$ cat src/rtl/stream_demux_n.sv
// stream_demux_n: single-register 1-to-N stream demux, addressed or round-robin routing
module stream_demux_n #(
    parameter int DATA_W = 8,
    parameter int SEL_W  = 3,
    localparam int N     = 2 ** SEL_W
) (
    input  logic                clk,
    input  logic                rst,
    input  logic                mode,
    input  logic [SEL_W-1:0]    sel,
    input  logic                in_valid,
    input  logic [DATA_W-1:0]   in_data,
    output logic                in_ready,
    output logic [N-1:0]        out_valid,
    output logic [N*DATA_W-1:0] out_data,
    input  logic [N-1:0]        out_ready,
    output logic [SEL_W-1:0]    rr_ptr,
    output logic [15:0]         xfer_cnt
);
    logic              hold_valid_q, hold_valid_d;
    logic [SEL_W-1:0]  hold_dest_q, hold_dest_d;
    logic [DATA_W-1:0] hold_data_q, hold_data_d;
    logic [SEL_W-1:0]  rr_ptr_q, rr_ptr_d;
    logic [15:0]       xfer_cnt_q, xfer_cnt_d;
    logic              accept, xfer;

    assign xfer     = !rst && hold_valid_q && out_ready[hold_dest_q];
    assign in_ready = !rst && (!hold_valid_q || out_ready[hold_dest_q]);
    assign accept   = in_valid && in_ready;
    assign rr_ptr   = rr_ptr_q;
    assign xfer_cnt = xfer_cnt_q;

    always_comb begin
        hold_valid_d = accept ? 1'b1 : (xfer ? 1'b0 : hold_valid_q);
        hold_dest_d  = accept ? (mode ? rr_ptr_q : sel) : hold_dest_q;
        hold_data_d  = accept ? in_data : hold_data_q;
        rr_ptr_d     = (accept && mode) ? rr_ptr_q + SEL_W'(1) : rr_ptr_q;
        xfer_cnt_d   = (xfer && xfer_cnt_q != 16'hFFFF) ? xfer_cnt_q + 16'd1 : xfer_cnt_q;
    end

    always_ff @(posedge clk) begin
        if (rst) begin
            hold_valid_q <= 1'b0;
            hold_dest_q  <= '0;
            hold_data_q  <= '0;
            rr_ptr_q     <= '0;
            xfer_cnt_q   <= '0;
        end else begin
            hold_valid_q <= hold_valid_d;
            hold_dest_q  <= hold_dest_d;
            hold_data_q  <= hold_data_d;
            rr_ptr_q     <= rr_ptr_d;
            xfer_cnt_q   <= xfer_cnt_d;
        end
    end

    for (genvar i = 0; i < N; i++) begin : g_ch
        assign out_valid[i] = hold_valid_q && hold_dest_q == SEL_W'(i);
        assign out_data[i*DATA_W +: DATA_W] = out_valid[i] ? hold_data_q : '0;
    end
endmodule
$ cat config.mk
export PLATFORM = sky130hd
export DESIGN_NAME = stream_demux_n
export DESIGN_NICKNAME = d
export VERILOG_FILES = /design/src/rtl/stream_demux_n.sv
export SDC_FILE = /design/constraint.sdc
export NUM_CORES = 1
export LEC_CHECK = 0
export ABC_AREA = 1
export BUFFER_PORTS_ARGS = -buffer_cell sky130_fd_sc_hd__buf_4
export CAP_MARGIN = 20
export CORE_MARGIN = 10
export CORE_UTILIZATION = 32
export CTS_BUF_LIST = sky130_fd_sc_hd__clkbuf_8
export DETAILED_ROUTE_END_ITERATION = 16
export GPL_TIMING_DRIVEN = 0
export SYNTH_ARGS = -nofsm -noshare
export SYNTH_HDL_FRONTEND = slang
export SYNTH_SLANG_ARGS = --single-unit
export TNS_END_PERCENT = 50
$ cat constraint.sdc
create_clock -name clk -period 3.2 [get_ports clk]
set_clock_uncertainty 0.15 [all_clocks]
set_input_delay 0.48 -clock clk [delete_from_list [all_inputs] [get_ports clk]]
set_output_delay 0.48 -clock clk [all_outputs]
set_load 0.05 [all_outputs]
# After elaboration in Yosys (flattened, before gate mapping)
# Cells that the tools add are included.
[op_classes] magnitude_cmp=1 n_addsub=2 n_reduce_logical=19 n_eq_ne=8 n_mux=13
[op_table] op="$mux 8" n=8
[op_table] op="$add 16x1->16 const B" n=1
[op_table] op="$ne 16x16->1 const B" n=1
[op_table] op="$logic_and 1x1->1" n=14
[op_table] op="$eq 3x3->1 const B" n=4
[op_table] op="$eq 3x2->1 const B" n=2
[op_table] op="$lt 3x4->1 const B" n=1
[op_table] op="$add 3x1->3 const B" n=1
[op_table] op="$bmux 1 s3" n=1
[op_table] op="$eq 3x1->1 const B" n=1
[op_table] op="$logic_not 3->1" n=1
[op_table] op="$mux 1" n=3
[op_table] op="$mux 3" n=1
[op_table] op="$logic_not 1->1" n=2
[op_table] op="$reduce_bool 2->1" n=1
[op_table] op="$logic_or 1x1->1" n=1
[word_totals] wordCells=48 ff_bits=31 output_inout_bits=92 in_bits=23

# Depth between registers and ports, before layout
[logic_depth] ltp_word=6 depth_mapped=12 depth_no_buf=11

# Worst setup path before layout
# Ideal clock, no wire load.
[synth_timing] path_kind="flip-flop to output port" startpoint="reg hold_dest_q[1]" endpoint="out out_data[16]" t_arrival_ns=2.317 setup_slack_ns=0.253 path_stages_with_launch=7 path_buffers=0 required_ns=2.570 path_cell_list="dfxtp_1 -> inv_1 -> nor2_1 -> inv_1 -> nor2_1 -> inv_1 -> nor2_1"
[synth_between] elab_chain_len=3
[synth_lines] item="from (decl)" line="21" text="logic [SEL_W-1:0] hold_dest_q, hold_dest_d;"
[synth_lines] item="from (signal assigned)" line="50" text="hold_dest_q <= hold_dest_d;"
[synth_lines] item="$eq 3x2->1" line="58" text="assign out_valid[i] = hold_valid_q && hold_dest_q == SEL_W'(i);"
[synth_lines] item="$logic_and 1x1->1" line="58"
[synth_lines] item="net out_valid[2]" line="14" text="output logic [N-1:0] out_valid,"
[synth_lines] item="$mux 8" line="59" text="assign out_data[i*DATA_W +: DATA_W] = out_valid[i] ? hold_data_q : '0;"
[synth_lines] item="to (decl)" line="15" text="output logic [N*DATA_W-1:0] out_data,"
# The timed path passes the listed nets, and every way through them passes these cells.

# Final worst setup path
[layout_timing] startpoint="reg hold_dest_q[0]" endpoint="out in_ready"
[layout_between] elab_chain_len=4
[layout_lines] item="$bmux 1 s3" line="28" text="assign in_ready = !rst && (!hold_valid_q || out_ready[hold_dest_q]);"
[layout_lines] item="$mux 1 (not written as such)" line="28"
[layout_lines] item="$logic_or 1x1->1" line="28"
[layout_lines] item="$logic_and 1x1->1" line="28"
[layout_lines] item="to (decl)" line="13" text="output logic in_ready,"
# Every way passes these cells. The select of a mux whose other input is x is not followed.

==> impl_summary.log <==
INFO  metric outcome = completed
INFO  metric netlist_instances = 340
INFO  metric global_route.usage.total = 14.6%
INFO  metric routed_vias_inst = ~4.6
INFO  metric power_density_over_the_cells = 301 nW/um2
INFO  metric required = around 2.6 ns
INFO  metric type_of_destination_of_the_critical_path = primary output
INFO  metric drive_gt1_share = 35.9%
INFO  metric max_freq = 423 MHz
INFO  metric synth_simple_gate_area_share = 45.9%
INFO  metric synth_top_cell_by_area = dfxtp_1
INFO  metric combinational_family_with_the_most_area_after_synthesis = simple AND/OR/NAND/NOR gates
INFO  metric timing.max_slew.rel_slack = 67.5%
INFO  metric cp_max_fo = 10
INFO  metric drv.max_cap_violation_count = 0
INFO  metric final-setup-viol-count = 0
INFO  metric register_area = a little over 600 um2
INFO  metric hold_viol = 0
INFO  metric wire_per_inst = 14.7 um
INFO  metric fill_cells = 715
INFO  metric mappedNetlistArea = 2230 um2
INFO  metric crit_type = flop to primary output
INFO  metric place.port_buffers = 114
INFO  metric grt_antenna_before_repair = 0
INFO  metric postLayoutSetupSlackWorst = about 0.84 ns
INFO  metric finalWirelength = roughly 8000 um
INFO  metric cts.sink_count = 31
INFO  metric path_clk_slew = 0.07 ns
INFO  metric insertion_delay = 0.28 ns
INFO  metric ys_seq_area_share = 27.8%
INFO  metric fin_tns_setup = 0 ns
INFO  metric ant_nets = 0
INFO  metric clock_path_buffers = 2
INFO  metric power_leakage = 1.54 nW
INFO  metric design_power_total = 1.00 mW
INFO  metric synthDistinctLibCells = 30
INFO  metric postCtsHoldBufs = 0
INFO  metric initial_utilization = 32.8%
INFO  metric synth_seq_cells = 31
INFO  metric boundaryPins = 115
INFO  metric drt_first_iter_violations = slightly above 90
INFO  metric stdcell_count = 558
INFO  metric cts_tree = yes
INFO  metric worstHoldPathType = input pin to flop
INFO  metric avgSynthCellArea = 6.55 um2
INFO  metric clock-root-buffer = clkbuf_8
INFO  metric slew_worst_pin = 0.488 ns
INFO  metric die_height = 103 um
INFO  metric synthesized_netlist_net_count = 365
INFO  metric unrepaired_setup_endpoints_after_global_routing = false
INFO  metric cts_htree_levels = 2
INFO  metric drv_slew = 0
INFO  metric period_share = about three quarters
INFO  metric areaGrowthSynthToFinish = 49.1%
INFO  metric number_of_global_route_vias_before_repair = 2,489
INFO  metric rr_startpoint = xfer_cnt[0]
INFO  metric post-dp-hpwl = just under 7000 um
INFO  metric core_area = 6790 um2
INFO  metric detail_route.first_pass.iterations = 4
INFO  metric final_nets = 486
INFO  metric post-place-ws = about 1.0 ns
INFO  metric crit_path_start_kind = flop
INFO  metric numCtsBuffers = 5
INFO  metric post_synth_fa_ha_maj_area_fraction = around 1.1%
INFO  metric die_width = 103 um
INFO  metric netlist_top_cells_area = dfxtp_1 (28%), nor2_1 (15%), nand3_1 (9.4%)
INFO  metric post_cts_resize_count = 0
INFO  metric hold_path_startpoint = in_data[4]
INFO  metric synth_compound_gate_area_share = about 6.6%
INFO  metric warnings_from_yosys = 0
INFO  metric finalWeightedCongestion = 0.851
INFO  metric startpoint = hold_dest_q[0]
INFO  metric final_period_minus_worst_setup_slack = 2.36 ns
INFO  metric post_synth_xor_area_fraction = 5.50%
INFO  metric floorplan.rows = 30
INFO  metric grt_first_pass_wirelength = between 10,000 and 15,000 um
INFO  metric overflow = 0
INFO  metric total_area_of_multi_input_combinational_cells = 1350 um2
INFO  metric total_instance_count_after_detailed_placement = 550
INFO  metric synth_mux_area_share = 1.52%
INFO  metric max-vdd-ir-drop = about 220 uV
INFO  metric synth_top_area_share = 27.8%
INFO  metric diodes = 0
INFO  metric route.detailed.drc = 0
INFO  metric grt_start_max_net_pins = 11
INFO  metric worst_ep_arrival_time = around 1.7 ns
INFO  metric detailroute.via_count = 2,558
INFO  metric dieArea = 10,700 um2
INFO  metric post-cts-setup-buffers = 0
worst max-delay path: stages (launching register included):
cell and delay (ns):
dfxtp_1 0.31, buf_6 0.13, inv_4 0.06, nand2_1 0.04
nand2_1 0.06, nand2_2 0.06, nand3_4 0.11, nand2_4 0.07
a21oi_2 0.18, buf_4 0.20, buf_4 0.21
layout make-up:
cell class | instances | area share, %
clock buffers | 6 | 2.49
inverters | 42 | 4.82
flip-flops and latches | 31 | 18.7
multi-input cells | 257 | 40.7
clock inverters | 2 | 1.05
repair buffers | 114 | 25.8
well taps | 96 | 3.62
plain buffers | 10 | 2.90
cell usage in the layout (no fill, tap or decap), types with 2 or more instances in the layout:
master	synthesis	layout
buf_4	2	116
nor2_1	90	90
nand2_1	54	54
nand3_1	42	42
inv_1	40	40
dfxtp_1	31	31
xor2_1	13	13
nand2_2	12	12
a21oi_1	10	10
a21oi_2	9	9
clkbuf_8	2	8
nor3_1	5	5
nor3_4	3	3
mux2_2	3	3
buf_6	2	2
nand3_4	2	2
nand4_4	2	2
clkbuf_1	2	2
o21ai_0	2	2
nand4_1	2	2
nor2_2	2	2
ha_1	2	2
metal layers:
layer	vias to the layer above	GRT usage (%)	part of all wire [%]
met3	4	4.92	10
met2	103	25.7	46
met4	0	3.21	0.49
met5	-	0	0
li1	1309	-	-
met1	1142	16.6	44
metrics by stage:
stage	hold WS [ns]	utilization (%)	area, um2
floorplan	0.293	-	2230
global placement	0.303	47.2	3200
detailed placement	0.306	47.2	3200
CTS	0.269	48.9	3320
global route	0.277	48.9	3320
finish	0.277	48.9	3320
worst paths after layout:
path	endpoint	slack (ns)	depth (start not counted)
min	hold_data_q[4]	0.28	3
max reg2reg	xfer_cnt[9]	1.18	8
min reg2reg	hold_data_q[2]	0.31	2
max	in_ready	0.84	10
logic make-up after synthesis:
logic type	Yosys count
xor+xnor	14
simple gates	216
buf+inv	52
fa+ha+maj	2
compound gates	22
flops	31
mux	3
state kept, by name (all words and copies together), names as in the netlist:
signal / count
hold_data_q: 8
hold_dest_q: 3
hold_valid_q: 1
rr_ptr: 3
xfer_cnt: 16
cell usage after synthesis:
cell type,n
clkbuf_1,2
xnor2_1,1
o21ai_0,2
a21oi_2,9
dfxtp_1,31
nand4_1,2
buf_1,1
nor3_4,3
a21oi_1,10
nor3_1,5
inv_1,40
nand3_1,42
buf_6,2
nor2_2,2
nand2_2,12
nand4_4,2
nor2_1,90
nand2_1,54
o21bai_1,1
mux2_2,3
nand2_4,1
nand3_4,2
buf_4,2
clkbuf_8,2
xor2_1,13
nand3_2,1
inv_2,1
ha_1,2
inv_4,1
buf_12,1
power breakdown:
group / internal [mW] / switching, mW
registers: 0.400 / 0.0118
clock network: 0.252 / 0.147
logic: 0.0646 / 0.126
total: 0.716 / 0.284
No activity file was read; power rests on OpenSTA's default activity.
